## config.mk

```make
export PLATFORM = sky130hd
export DESIGN_NAME = uart_tx_fifo
export DESIGN_NICKNAME = d
export VERILOG_FILES = /design/src/rtl/uart_pkg.sv /design/src/rtl/sync_fifo.sv /design/src/rtl/uart_tx_fifo.sv
export SDC_FILE = /design/constraint.sdc
export NUM_CORES = 1
export LEC_CHECK = 0
export BUFFER_PORTS_ARGS = -buffer_cell sky130_fd_sc_hd__buf_2
export CAP_MARGIN = 20
export CORE_UTILIZATION = 45
export DETAILED_ROUTE_END_ITERATION = 12
export PLACE_DENSITY = 0.71
export SYNTH_ARGS = -nofsm -noshare
export SYNTH_HDL_FRONTEND = slang
export SYNTH_SLANG_ARGS = --single-unit
export TNS_END_PERCENT = 10
```

## constraint.sdc

```tcl
create_clock -name clk -period 3.58 [get_ports clk]
set_input_delay 0.358 -clock clk [delete_from_list [all_inputs] [get_ports clk]]
set_output_delay 0.358 -clock clk [all_outputs]
set_load 0.05 [all_outputs]
```

## src/rtl/uart_pkg.sv

```systemverilog
// Shared constants and send-FSM state encoding for the UART transmit path.
package uart_pkg;

    localparam int UART_DATA_W     = 8;
    localparam int UART_DEPTH_LOG2 = 4;

    typedef enum logic [1:0] {
        S_IDLE = 2'b00,
        S_SEND = 2'b01,
        S_WAIT = 2'b10
    } send_state_e;

endpackage

```

## src/rtl/sync_fifo.sv

```systemverilog
// Synchronous circular FIFO with registered occupancy flags and sticky overflow.
// UART_TX_FIFO_DROP_CNT_EN adds a saturating counter of dropped pushes.
module sync_fifo
    import uart_pkg::*;
#(
    parameter int DATA_W     = UART_DATA_W,
    parameter int DEPTH_LOG2 = UART_DEPTH_LOG2
) (
    input  logic                clk,
    input  logic                rst_n,
    input  logic                wr_en,
    input  logic [DATA_W-1:0]   wr_data,
    input  logic                rd_en,
    input  logic                clr_ovf,
    output logic [DATA_W-1:0]   rd_data,
    output logic                full,
    output logic                empty,
    output logic [DEPTH_LOG2:0] count,
    output logic                overflow
`ifdef UART_TX_FIFO_DROP_CNT_EN
    ,
    output logic [15:0]         drop_cnt
`endif
);

    localparam logic [DEPTH_LOG2:0]   CNT_ZERO_C = (DEPTH_LOG2+1)'(0);
    localparam logic [DEPTH_LOG2:0]   CNT_ONE_C  = (DEPTH_LOG2+1)'(1);
    localparam logic [DEPTH_LOG2:0]   DEPTH_C    = CNT_ONE_C << DEPTH_LOG2;
    localparam logic [DEPTH_LOG2-1:0] PTR_ZERO_C = DEPTH_LOG2'(0);
    localparam logic [DEPTH_LOG2-1:0] PTR_ONE_C  = DEPTH_LOG2'(1);

    logic [DATA_W-1:0]     mem_r [0:(1<<DEPTH_LOG2)-1];
    logic [DEPTH_LOG2-1:0] wr_ptr_r;
    logic [DEPTH_LOG2-1:0] rd_ptr_r;
    logic [DEPTH_LOG2:0]   count_r;
    logic [DEPTH_LOG2:0]   count_s;
    logic                  full_r;
    logic                  empty_r;
    logic                  overflow_r;
    logic                  push_s;
    logic                  pop_s;
    logic                  drop_s;

    // A push into a full FIFO still lands when the same cycle frees a slot.
    always_comb begin
        pop_s  = rd_en & ~empty_r;
        push_s = wr_en & (~full_r | pop_s);
        drop_s = wr_en & ~push_s;
        case ({push_s, pop_s})
            2'b10:   count_s = count_r + CNT_ONE_C;
            2'b01:   count_s = count_r - CNT_ONE_C;
            default: count_s = count_r;
        endcase
    end

    // Pointers, occupancy flags and sticky overflow (clear wins over set).
    always_ff @(posedge clk or negedge rst_n) begin
        if (!rst_n) begin
            wr_ptr_r   <= PTR_ZERO_C;
            rd_ptr_r   <= PTR_ZERO_C;
            count_r    <= CNT_ZERO_C;
            full_r     <= 1'b0;
            empty_r    <= 1'b1;
            overflow_r <= 1'b0;
        end else begin
            if (push_s) wr_ptr_r <= wr_ptr_r + PTR_ONE_C;
            if (pop_s)  rd_ptr_r <= rd_ptr_r + PTR_ONE_C;
            count_r <= count_s;
            full_r  <= (count_s == DEPTH_C);
            empty_r <= (count_s == CNT_ZERO_C);
            if (clr_ovf)     overflow_r <= 1'b0;
            else if (drop_s) overflow_r <= 1'b1;
        end
    end

    // Storage array; deliberately left without reset.
    always_ff @(posedge clk) begin
        if (push_s) mem_r[wr_ptr_r] <= wr_data;
    end

    assign rd_data  = mem_r[rd_ptr_r];
    assign full     = full_r;
    assign empty    = empty_r;
    assign count    = count_r;
    assign overflow = overflow_r;

`ifdef UART_TX_FIFO_DROP_CNT_EN
    logic [15:0] drop_cnt_r;

    // Saturating dropped-push counter, cleared together with overflow.
    always_ff @(posedge clk or negedge rst_n) begin
        if (!rst_n) begin
            drop_cnt_r <= 16'h0000;
        end else if (clr_ovf) begin
            drop_cnt_r <= 16'h0000;
        end else if (drop_s && (drop_cnt_r != 16'hFFFF)) begin
            drop_cnt_r <= drop_cnt_r + 16'h0001;
        end
    end

    assign drop_cnt = drop_cnt_r;
`endif

endmodule

```

## src/rtl/uart_tx_fifo.sv

```systemverilog
// Byte FIFO plus send sequencer feeding uart_tx through its SEND/DATA/READY handshake.
// Optional build macro UART_TX_FIFO_DROP_CNT_EN exposes a 16-bit dropped-push counter.
module uart_tx_fifo
    import uart_pkg::*;
#(
    parameter int DATA_W     = UART_DATA_W,
    parameter int DEPTH_LOG2 = UART_DEPTH_LOG2
) (
    input  logic                clk,
    input  logic                rst_n,
    input  logic                wr_en,
    input  logic [DATA_W-1:0]   wr_data,
    output logic                full,
    output logic                empty,
    output logic [DEPTH_LOG2:0] count,
    output logic                overflow,
    input  logic                clr_ovf,
    output logic                tx_send,
    output logic [DATA_W-1:0]   tx_data,
    input  logic                tx_ready,
    output logic                busy
`ifdef UART_TX_FIFO_DROP_CNT_EN
    ,
    output logic [15:0]         drop_cnt
`endif
);

    send_state_e       state_r;
    send_state_e       state_s;
    logic              pop_s;
    logic              empty_s;
    logic              tx_send_s;
    logic              tx_send_r;
    logic [DATA_W-1:0] tx_data_s;
    logic [DATA_W-1:0] tx_data_r;
    logic [DATA_W-1:0] rd_data_s;

    sync_fifo #(
        .DATA_W     (DATA_W),
        .DEPTH_LOG2 (DEPTH_LOG2)
    ) u_fifo (
        .clk      (clk),
        .rst_n    (rst_n),
        .wr_en    (wr_en),
        .wr_data  (wr_data),
        .rd_en    (pop_s),
        .clr_ovf  (clr_ovf),
        .rd_data  (rd_data_s),
        .full     (full),
        .empty    (empty_s),
        .count    (count),
        .overflow (overflow)
`ifdef UART_TX_FIFO_DROP_CNT_EN
        ,
        .drop_cnt (drop_cnt)
`endif
    );

    // State and registered handshake outputs.
    always_ff @(posedge clk or negedge rst_n) begin
        if (!rst_n) begin
            state_r   <= S_IDLE;
            tx_send_r <= 1'b0;
            tx_data_r <= {DATA_W{1'b0}};
        end else begin
            state_r   <= state_s;
            tx_send_r <= tx_send_s;
            tx_data_r <= tx_data_s;
        end
    end

    // SEND is a level held until uart_tx acknowledges by dropping READY.
    always_comb begin
        state_s = state_r;
        case (state_r)
            S_IDLE: begin
                if (!empty_s && tx_ready) state_s = S_SEND;
                else                      state_s = S_IDLE;
            end
            S_SEND: begin
                if (!tx_ready) state_s = S_WAIT;
                else           state_s = S_SEND;
            end
            S_WAIT: begin
                if (tx_ready) state_s = S_IDLE;
                else          state_s = S_WAIT;
            end
            default: state_s = S_IDLE;
        endcase
    end

    // Pop the head exactly once, on the IDLE->SEND transition.
    always_comb begin
        pop_s     = 1'b0;
        tx_data_s = tx_data_r;
        tx_send_s = (state_s == S_SEND);
        if ((state_r == S_IDLE) && !empty_s && tx_ready) begin
            pop_s     = 1'b1;
            tx_data_s = rd_data_s;
        end else begin
            pop_s     = 1'b0;
            tx_data_s = tx_data_r;
        end
    end

    assign empty   = empty_s;
    assign tx_send = tx_send_r;
    assign tx_data = tx_data_r;
    assign busy    = (state_r != S_IDLE) | ~empty_s;

endmodule

```

### After elaboration in Yosys (flattened, before gate mapping)

Memory sizes are Yosys's and may differ from the RTL's. A register that Yosys moved wholly into a read port is not among the register bits.
Cells that the tools add are included.

* reductions and logical operators: 9
* multiplexer cells: 10
* divide/modulo/power cells: 0
* shift-type cells: 0
* $lt $le $gt $ge: 0
* multipliers: 0
* eq/ne operators: 6
* add/subtract/negate cells: 4
* bitwise gates (word level): 8

Operators by type and width (count)
* 5-bit case mux with 2 select lines: 1
* 4-bit by 1-bit adder with 4-bit output, second input constant: 2
* 2-bit by 1-bit equality test with 1-bit output, second input constant: 3
* 1-bit two-way mux: 6
* 2-bit case mux with 3 select lines: 1
* 5-bit by 1-bit adder with 5-bit output, second input constant: 1
* 5-bit equality test, second input constant: 1
* 5-bit zero test: 1
* 5-bit by 1-bit subtractor with 5-bit output, second input constant: 1
* 2-bit equality test, second input constant: 2
* 2-bit two-way mux: 2
* 2-bit nonzero test: 2
* 1-bit AND: 3
* 1-bit logical AND: 3
* 1-bit inverter: 3
* 1-bit zero test: 2
* 2-bit zero test: 1
* 1-bit OR: 2

* bits in latches: 0
* bits of input ports: 13
* flip-flop bits (word level): 19
* memories: 1
* ROM bits: 0
* memory bits (writable): 128
* logic and storage cells: 46

Memories
* u_fifo.mem_r: words 16, width 8, rd ports 1, clocked after Yosys merged registers in 1, write ports 1, RTL line sync_fifo.sv:32 `logic [DATA_W-1:0] mem_r [0:(1<<DEPTH_LOG2)-1];`

### Depth between registers and ports, before layout

Gate-level depths: netlist of the first run.

* depth after elaboration: 11
* depth in mapped cells: 10
* depth with buffers taken out: 9

### By module

Synthesis of the first run repeated with hierarchy kept, for this count alone.

* cell total of the unflattened synthesis: 314
* area, all modules: 6384.9 sq um

By module, submodules not included
* sync_fifo: cells each 288, instances 1, area each 5955.7 sq um
* uart_tx_fifo: cells each 26, instances 1, area each 429.2 sq um

### Least setup slack after synthesis of the first run

No wires, ideal clock.

* path kind: reg-to-reg
* from: register u_fifo.empty_r, in the netlist u_fifo.empty
* to: register u_fifo.empty_r, in the netlist u_fifo.empty
* arrival time: 2996 ps
* required time: 3484 ps
* slack: 488 ps
* buffers on the path: 1
* cell stages (with the launch flop): 11
* path through: dfstp_2 or4b_1 buf_2 a21boi_4 inv_1 ha_1 fa_1 a21o_1 a2111oi_0 nand4b_1 nor4bb_1

* word-level cells in the longest chain between the ends: 10
* elaborated cells on any way between the ends: 12
* those cells by class: eq/ne (2); mux (2); bitwise (4); reduce/logical (4)

Ends and longest elaborated chain
* start: declaration: RTL line sync_fifo.sv:38 `logic empty_r;`
* start signal: assignment: RTL line sync_fifo.sv:70 `empty_r <= (count_s == CNT_ZERO_C);`
* 1-bit zero test: RTL line uart_tx_fifo.sv:97 `if ((state_r == S_IDLE) && !empty_s && tx_ready) begin`
* 1-bit logical AND (2 in series): RTL line uart_tx_fifo.sv:97
* 1-bit two-way mux: RTL line uart_tx_fifo.sv:97
* 1-bit AND (*): RTL line sync_fifo.sv:46 `pop_s = rd_en & ~empty_r;`
* 1-bit OR: RTL line sync_fifo.sv:47 `push_s = wr_en & (~full_r | pop_s);`
* 1-bit AND: RTL line sync_fifo.sv:47
* 2-bit by 1-bit equality test with 1-bit output or 2-bit equality test (tied branches): RTL line sync_fifo.sv:49 `case ({push_s, pop_s})`
* 5-bit case mux with 2 select lines (*): RTL line sync_fifo.sv:49
* 5-bit zero test (*): RTL line sync_fifo.sv:70

Mark *: on every way between the ends. The rest lies on a longest branch, timed or not.
A chain may end at the register's enable or synchronous reset.

### Worst setup path in the final report of the first run

* from: register state_r[1]
* to: register u_fifo.empty_r, in the netlist u_fifo.empty

* word-level cells in the longest chain between the ends: 10
* elaborated cells on any way between the ends: 11
* those cells by class: eq/ne (2); mux (2); bitwise (3); reduce/logical (4)

Ends and longest elaborated chain
* start: declaration: RTL line uart_tx_fifo.sv:28 `send_state_e state_r;`
* start signal: assignment: RTL line uart_tx_fifo.sv:66 `state_r <= state_s;`
* 2-bit zero test (*): RTL line uart_tx_fifo.sv:97
* 1-bit logical AND (*) (2 in series): RTL line uart_tx_fifo.sv:97
* 1-bit two-way mux (*): RTL line uart_tx_fifo.sv:97
* 1-bit AND (*): RTL line sync_fifo.sv:46
* 1-bit OR: RTL line sync_fifo.sv:47
* 1-bit AND: RTL line sync_fifo.sv:47
* 2-bit by 1-bit equality test with 1-bit output or 2-bit equality test (tied branches): RTL line sync_fifo.sv:49
* 5-bit case mux with 2 select lines (*): RTL line sync_fifo.sv:49
* 5-bit zero test (*): RTL line sync_fifo.sv:70

Marks and branches as above.

==> flow_metrics.tcl, run 1 <==
set metrics [dict create \
    path_class "reg -> reg" \
    tightest_slew_ps 951.8 \
    cp_max_fo 9 \
    report.final.slew_viol_count 0 \
    antenna_found_initial 0 \
    sw_frac_of_total_pct 33.01 \
    max_freq_mhz 305.9 \
    rsz0062_at_grt "no" \
    cap_violations 0 \
    fillCellCount 1064 \
    synth_area_leader_cell "edfxtp_1" \
    fin_crit_sh_pct 91.31 \
    ant_nets 0 \
    synth_area_leaders "edfxtp_1 (61%), dfrtp_1 (10%), mux4_2 (6.5%)" \
    die_h_um 120.2 \
    drive_above_1_share_pct 28.14 \
    grt_max_degree 28 \
    ys.flop_type "edfxtp_1" \
    io_pins 31 \
    holdWs_ps 92.39 \
    cts_sinks 155 \
    p_clk_share_pct 30.3 \
    synth.distinct_cells 45 \
    finClkSkew_ps 8.504 \
    yosysSeqAreaShare_pct 71.96 \
    syn-num-nets 358 \
    start_util_pct 46.70 \
    worstSetupEndpointType "register" \
    syn_area_um2 6282 \
    nets 408 \
    vias 3188 \
    via_per_inst 5.554 \
    drc 0 \
    start_kind "register" \
    die_x_um 120.2 \
    synth_top_cell_area_share_pct 61.18 \
    yosysWarningCount 0 \
    syn_inst 335 \
    powerDensity_nw_per_um2 860.6 \
    grt_util_all_layers_pct 17.72 \
    synth-edff-count 128 \
    clock-root-buffer "clkbuf_16" \
    crit_arrival_ps 3580 \
    multi_input_area_um2 1658 \
    cts_setup_buffers 0 \
    area_growth_pct 16.79 \
    cts_tree "yes" \
    seq_power_share_pct 40.4 \
    h-tree-depth 4 \
    clk_pin_slew_ps 60 \
    drtIter0Drc 194 \
    rows 42 \
    firstDrtPassIters 4 \
    min_path_type "in -> reg" \
    relSlewSlack_pct 36.55 \
    power_uw 6314 \
    clock_latency_ps 420 \
    cts_buffers 17 \
    ff_latch_area_um2 4522 \
    ys_seq_elements 155 \
    grt_pass1_vias 3334 \
    crit_required_ps 3900 \
    tns_ps 0 \
    status "complete, no violations" \
    diodes 0 \
    post-route-util_pct 54.54 \
    grt_first_pass_wirelength_um 18150 \
    async_flop_share_pct 17.42 \
    setup_viol 0 \
    synth_common_cells "edfxtp_1 (128), dfrtp_1 (26), mux4_2 (18), nor2_1 (18), nand2_1 (13)" \
    p_switching_uw 2084 \
    wl_um 11760 \
    grt-ovfl-total 0 \
    ir_drop_mv 0.5021 \
    avgSynthCellArea_um2 18.75 \
    p_comb_share_pct 29.3 \
    fp.dieArea_um2 14440 \
    place_hpwl_um 7423 \
    place.gp.congestion 0.7812 \
    hold_violations 0 \
    clk_path_buf_depth 2 \
    leakagePower_uw 0.002631 \
    wl_per_cell_um 20.49 \
    fin_crit_ps 3269 \
    coreArea_um2 13450 \
    synth.most_common_cell "edfxtp_1" \
    port_buffers 30 \
    internal-power_uw 4230 \
]
## logic make-up (layout without fill, tap and decap cells)
kind of cell / count (synthesis) / after routing / synth area share, %
xor+xnor: 9 / 9 / 1.255
flops: 155 / 155 / 71.96
buf+inv: 21 / 84 / 1.673
mux: 50 / 50 / 14.86
simple gates: 59 / 59 / 4.780
fa+ha+maj: 10 / 10 / 2.111
compound gates: 31 / 31 / 3.366
## through the flow
stage               cells  cell area (um2)  setup WS, ps
global placement      541             6684         398.1
finish                574             7337         311.2
detailed placement    541             6684         300.3
global route          574             7337         12.10
floorplan             335             6282         488.0
CTS                   574             7336         275.8
## layout make-up
cell class | count | share of cell area (%)
clock inverter | 15 | 2.950
multi-input combinational | 159 | 22.60
sequential | 155 | 61.63
timing repair buffer | 46 | 3.718
inverter | 6 | 0.3070
tap | 176 | 3.001
clock buffer | 17 | 5.798
## worst max-delay path: stages (launching register included)
cell and delay, ps:
dfrtp_1 430, or4b_1 590, a21boi_4 290, inv_1 80
ha_1 290, fa_1 440, a21o_1 220, a21oi_1 200
mux2i_1 290, nor4bb_1 340
## layout by cell type, fill, tap and decap left out, drive strengths merged, types with 2 or more instances in the layout
master	n
ha	9
o21ai	10
nor3b	5
mux2	10
nand4	2
nand2b	4
edfxtp	128
nor2b	2
clkbuf	17
clkinv	6
a21oi	4
buf	45
nand3	2
nand2	14
nor2	18
dfrtp	26
nor3	6
mux4	30
mux2i	10
inv	10
bufinv	4
a31oi	2
xnor2	9
a22oi	7
## layer usage
metal  track usage, %  up-vias  routed length (um)
li1                 -     1445                   -
met1            21.88     1625                4931
met2            29.27       98                5980
met3            5.038       20                 639
met4            7.266        0                 212
met5                0        -                   0
## worst paths after layout
path                                             start  slack [ps]  cells past startpoint                             end
setup / recovery                  state_r[1]$_DFF_PN0_         310                      9          u_fifo.empty$_DFF_PN1_
hold / removal                                 clr_ovf          90                      2     u_fifo.overflow$_DFFE_PN0P_
setup reg to reg                  state_r[1]$_DFF_PN0_         310                      9          u_fifo.empty$_DFF_PN1_
hold reg to reg            u_fifo.overflow$_DFFE_PN0P_         530                      2     u_fifo.overflow$_DFFE_PN0P_
max in group asynchronous                        rst_n        2630                      2  u_fifo.rd_ptr_r[1]$_DFFE_PN0P_
min in group asynchronous                        rst_n         500                      2       u_fifo.count[4]$_DFF_PN0_
## power by group through the flow
stage | Sequential (uW) | Combinational, uW | Clock (uW)
final | 2550 | 1850 | 1910
after global routing | 2590 | 2000 | 2010
after CTS | 2560 | 1880 | 1940
after detailed placement | 2590 | 1860 | 0
after global placement | 2570 | 1810 | 0
after floorplan | 2700 | 1250 | 0
## sequential cells by signal, indices dropped and copies added, names as in the netlist
| name | cells |
|---|---|
| u_fifo.count | 5 |
| u_fifo.overflow | 1 |
| u_fifo.mem_r | 128 |
| u_fifo.rd_ptr_r | 4 |
| u_fifo.empty | 1 |
| tx_data | 8 |
| u_fifo.full | 1 |
| tx_send | 1 |
| state_r | 2 |
| u_fifo.wr_ptr_r | 4 |
## timing repair
action / CTS / global route
endpoints found under the hold margin: 26 / 0
setup endpoints to repair: 0 / 1
resized for setup: 0 / 1
hold buffers: 1 / 0
Note: power is estimated with default switching activity, not from simulation.
==> run 2: changes to the inputs <==
CAP_MARGIN = unset   (was 20)
PLACE_DENSITY = 0.73   (was 0.71)
clock period = 2.65 ns   (was 3.58 ns; I/O delays follow)
==> flow_metrics.tcl, run 2 (synthesis results as in run 1) <==
set metrics [dict create \
    grt_util_all_layers_pct 18.32 \
    top_register "u_fifo.mem_r" \
    tns_ps -269.3 \
    place_hpwl_um 7666 \
    cts_tree "yes" \
    rsz0062_at_grt "yes" \
    sw_frac_of_total_pct 34.23 \
    r2r_end "u_fifo.full$_DFF_PN0_" \
    io_pins 31 \
    layout_common_cells "edfxtp_1 (128), buf_4 (31), buf_2 (30), dfrtp_1 (25)" \
    power_uw 8542 \
    grt-ovfl-total 0 \
    clk_pin_slew_ps 60 \
    rows 42 \
    die_h_um 120.2 \
    timing.rr.start "state_r[1]$_DFF_PN0_" \
    cap_violations 0 \
    place.gp.congestion 0.8112 \
    cts_sinks 155 \
    tightest_slew_ps 715.2 \
    wl_per_cell_um 20.62 \
    cp_max_fo 4 \
    p_comb_share_pct 33.1 \
    fillCellCount 1032 \
    wl_um 12210 \
    ir_drop_mv 0.7050 \
    path_cells "or4b_4 > a21boi_4 > inv_2 > ha_4 > fa_2 > a21o_1 > a2111oi_2 > nand4b_1 > buf_4 > a211oi_1" \
    firstDrtPassIters 5 \
    clock-root-buffer "clkbuf_16" \
    dpl_cell_area_um2 6817 \
    max_freq_mhz 363.7 \
    powerDensity_nw_per_um2 1142 \
    vias 3329 \
    worst-r2r-cell-count 10 \
    p_switching_uw 2924 \
    largest_reg_flops 128 \
    min_path_cells 2 \
    ant_nets 0 \
    final_cell_area_um2 7478 \
    timing.reg2reg.setup_slack_ps -100 \
    crit_start "state_r[1]$_DFF_PN0_" \
    relSlewSlack_pct 52.32 \
    grt.busiest_layer "met2" \
    post-route-util_pct 55.59 \
    start_kind "register" \
    worst_path_largest_cell_delay_ps 560 \
    finalWorstSetupSlack_ps -99.15 \
    port_buffers 30 \
    seq_power_share_pct 40.0 \
    h-tree-depth 4 \
    grt_util_met2_pct 29.49 \
    cpMaxStageDelayCell "or4b_4" \
    path_class "reg -> reg" \
    drive_above_1_share_pct 33.41 \
    setup_viol 3 \
    min_path_type "in -> reg" \
    grt_first_pass_wirelength_um 19000 \
    grt_use_met1_pct 23.59 \
    crit_arrival_ps 3050 \
    grt_max_degree 28 \
    grt_use_met3_pct 5.561 \
    grt_pass1_vias 3410 \
    die_x_um 120.2 \
    fin_crit_ps 2749 \
    hold_violations 0 \
    crit_required_ps 2950 \
    crit_end "u_fifo.full$_DFF_PN0_" \
    drc 0 \
    start_util_pct 46.70 \
    finClkSkew_ps 8.087 \
    worstSetupEndpointType "register" \
    diodes 0 \
    status "finished with violations" \
    final_common_cell "edfxtp_1" \
    internal-power_uw 5618 \
    area_growth_pct 19.04 \
    nets 427 \
    p_clk_share_pct 26.8 \
    violations "negative setup slack" \
    drtIter0Drc 312 \
    clock_latency_ps 420 \
    fin_crit_sh_pct 103.7 \
    leakagePower_uw 0.002686 \
    coreArea_um2 13450 \
    via_per_inst 5.623 \
    report.final.slew_viol_count 0 \
    clk_path_buf_depth 2 \
    holdWs_ps 65.06 \
    cts_buffers 17 \
    fp.dieArea_um2 14440 \
    antenna_found_initial 0 \
]
## run 2: changes by cell type in the layout (fill, tap and decap cells not counted), moves of 2 or more
cell / change
buf_4: +16
bufinv_16: -3
clkinv_4: -2
clkinvlp_4: +3
ha_1: -2
ha_4: +2
inv_8: +2
## run 2: what timing repair did
action | in CTS | in global routing
hold buffers | 2 | 0
pin swaps | 0 | 5
endpoints found under the hold margin | 27 | 0
setup endpoints to repair | 3 | 4
cloned | 0 | 0
resized for setup | 7 | 4
buffers inserted | 2 | 2
## run 2: worst min-delay path by stage
stage              from                   end  slack, ps
6_report       tx_ready  state_r[1]$_DFF_PN0_         70
4_1_cts        tx_ready  state_r[1]$_DFF_PN0_         40
5_1_grt        tx_ready  state_r[1]$_DFF_PN0_         70
3_3_place_gp      rst_n     tx_send$_DFF_PN0_        300
2_1_floorplan     rst_n  state_r[0]$_DFF_PN0_        -30
3_5_place_dp      rst_n  state_r[1]$_DFF_PN0_        310
## run 2: layout make-up
class / instances / area, um2 / share of cell area (%)
clock inverters: 14 / 136.4 / 1.824
multi-input cells: 159 / 1718 / 22.97
inverters: 6 / 22.52 / 0.3012
well taps: 176 / 220.2 / 2.945
clock buffers: 17 / 425.4 / 5.688
repair buffers: 65 / 434.2 / 5.806
flip-flops and latches: 155 / 4522 / 60.47
## run 2: stage by stage
stage               setup slack (ps)  cells
finish                        -99.15    592
global route                  -189.0    592
CTS                           -78.00    590
detailed placement            -228.5    555
global placement              -144.5    555
floorplan                     -252.9    335
## run 2: power groups by stage
stage | clock (uW) | sequential, uW | combinational, uW
2_1_floorplan | 0 | 3650 | 1720
3_3_place_gp | 0 | 3440 | 2610
3_5_place_dp | 0 | 3460 | 2710
4_1_cts | 2340 | 3420 | 2800
5_1_grt | 2430 | 3470 | 3030
6_report | 2290 | 3420 | 2830
## run 2: worst max-delay path: cells and delay by family, from the launching register on
family,cells,cell delay (ps)
flops,1,400
compound gates,4,790
buf+inv,2,190
simple gates,2,740
fa+ha+maj,2,520
## run 2: per-layer routing
layer	share of wire (%)	up-vias	wire length, um
met3	6.7	19	817
met4	1.7	0	204
li1	-	1480	-
met5	0	-	0
met1	41	1715	5023
met2	50	115	6162
==> run 3: changes to the inputs <==
==> constraint.sdc (replaced) <==
create_clock -name clk -period 2.65 [get_ports clk]
set_input_delay 0.1325 -clock clk [delete_from_list [all_inputs] [get_ports clk]]
set_output_delay 0.1325 -clock clk [all_outputs]
set_load 0.05 [all_outputs]
==> flow_metrics.tcl, run 3 (synthesis results as in run 1) <==
set metrics [dict create \
    hold_violations 0 \
    path_class "reg -> reg" \
    cap_violations 0 \
    drc 0 \
    finalWorstSetupSlack_ps -183.1 \
    clock-root-buffer "clkbuf_16" \
    area_growth_pct 19.10 \
    sw_frac_of_total_pct 33.95 \
    fin_crit_ps 2833 \
    largest_reg_flops 128 \
    min_path_type "in -> reg" \
    clk_pin_slew_ps 60 \
    antenna_found_initial 0 \
    drive_above_1_share_pct 32.46 \
    die_x_um 120.2 \
    grt-ovfl-total 0 \
    p_comb_share_pct 34.0 \
    timing.rr.start "state_r[1]$_DFF_PN0_" \
    die_h_um 120.2 \
    leakagePower_uw 0.002722 \
    final_common_cell "edfxtp_1" \
    finClkSkew_ps 8.142 \
    clk_path_buf_depth 2 \
    rsz0062_at_grt "yes" \
    grt_max_degree 31 \
    p_switching_uw 2864 \
    seq_power_share_pct 40.1 \
    rows 42 \
    crit_start "state_r[1]$_DFF_PN0_" \
    io_pins 31 \
    start_kind "register" \
    r2r_end "u_fifo.empty$_DFF_PN1_" \
    powerDensity_nw_per_um2 1127 \
    crit_arrival_ps 3160 \
    cts_tree "yes" \
    grt_first_pass_wirelength_um 18700 \
    via_per_inst 5.482 \
    worst_path_largest_cell_delay_ps 560 \
    tightest_slew_ps 832.8 \
    p_clk_share_pct 26.0 \
    h-tree-depth 4 \
    timing.reg2reg.setup_slack_ps -180 \
    hold_end "u_fifo.mem_r[13][1]$_DFFE_PP_" \
    grt_pass1_vias 3384 \
    firstDrtPassIters 4 \
    min-delay-start "wr_data[1]" \
    wl_per_cell_um 20.44 \
    holdWs_ps 96.68 \
    layout_common_cells "edfxtp_1 (128), buf_4 (35), buf_2 (30), dfrtp_1 (25)" \
    report.final.slew_viol_count 0 \
    nets 432 \
    worstSetupEndpointType "register" \
    drtIter0Drc 294 \
    status "finished with violations" \
    place.gp.congestion 0.8166 \
    tns_ps -377.0 \
    port_buffers 30 \
    clock_latency_ps 430 \
    path_cells "or4b_4 > a21boi_4 > inv_2 > ha_4 > fa_2 > a21o_1 > a21oi_2 > mux2i_1 > nor4bb_4" \
    cts_sinks 155 \
    start_util_pct 46.70 \
    crit_required_ps 2980 \
    coreArea_um2 13450 \
    grt_util_all_layers_pct 18.48 \
    min_path_cells 1 \
    wl_um 12220 \
    top_register "u_fifo.mem_r" \
    fin_crit_sh_pct 106.9 \
    fp.dieArea_um2 14440 \
    internal-power_uw 5572 \
    cp_num_buf_inv 1 \
    worst-r2r-cell-count 9 \
    place_hpwl_um 7506 \
    cpMaxStageDelayCell "or4b_4" \
    ant_nets 0 \
    violations "negative setup slack" \
    post-route-util_pct 55.62 \
    relSlewSlack_pct 44.48 \
    vias 3278 \
    cts_buffers 17 \
    setup_viol 3 \
    diodes 0 \
    max_freq_mhz 353.0 \
    cp_max_fo 4 \
    ir_drop_mv 0.6591 \
    crit_family "simple AND/OR/NAND/NOR gates" \
    power_uw 8436 \
]
## run 3: changes by cell type in the layout (fill, tap and decap cells not counted), sizes merged
cell	delta
inv	-4
dlygate4sd3	+2
clkinv	+2
clkbuf	+7
clkinvlp	-3
buf	+3
bufinv	-1
## run 3: metal layers
layer  up-vias  GRT usage, %  wire [um]
li1       1488             -          -
met1      1678         23.76       5164
met2        97         29.81       6258
met3        15         5.466        647
met4         0         6.719        151
met5         -             0          0
## run 3: worst max path at each step
stage                        endpoint  slack (ps)  depth (start not counted)
2_1_floorplan  u_fifo.empty$_DFF_PN1_        -250                         10
3_3_place_gp   u_fifo.empty$_DFF_PN1_        -120                          9
3_5_place_dp   u_fifo.empty$_DFF_PN1_        -180                          9
4_1_cts        u_fifo.empty$_DFF_PN1_         -50                          9
5_1_grt        u_fifo.empty$_DFF_PN1_        -260                          9
6_report       u_fifo.empty$_DFF_PN1_        -180                          9
## run 3: power by group through the flow
stage          Clock, uW  Sequential [uW]  Combinational (uW)
6_report            2190             3380                2860
5_1_grt             2320             3430                3070
4_1_cts             2220             3380                2840
3_5_place_dp           0             3420                2720
3_3_place_gp           0             3400                2650
2_1_floorplan          0             3650                1720
## run 3: layout make-up
class	count	area, um2
clock buffers	24	471.7
clock inverters	8	65.06
fillers	1045	5971
inverters	6	22.52
multi-input cells	159	1717
flip-flops and latches	155	4522
well taps	176	220.2
repair buffers	70	464.2
## run 3: timing repair
action / 4_1_cts / 5_1_grt
resized for setup: 8 / 2
hold buffers: 4 / 0
endpoints found under the hold margin: 30 / 0
buffers inserted: 4 / 0
setup endpoints to repair: 3 / 4
pin swaps: 4 / 0
## run 3: stage by stage
step	area, um2	std cells	worst slack, ps
floorplan	6304	335	-252.9
global placement	6827	558	-115.3
detailed placement	6827	558	-180.7
CTS	7470	598	-52.00
global route	7482	598	-262.8
finish	7482	598	-183.1
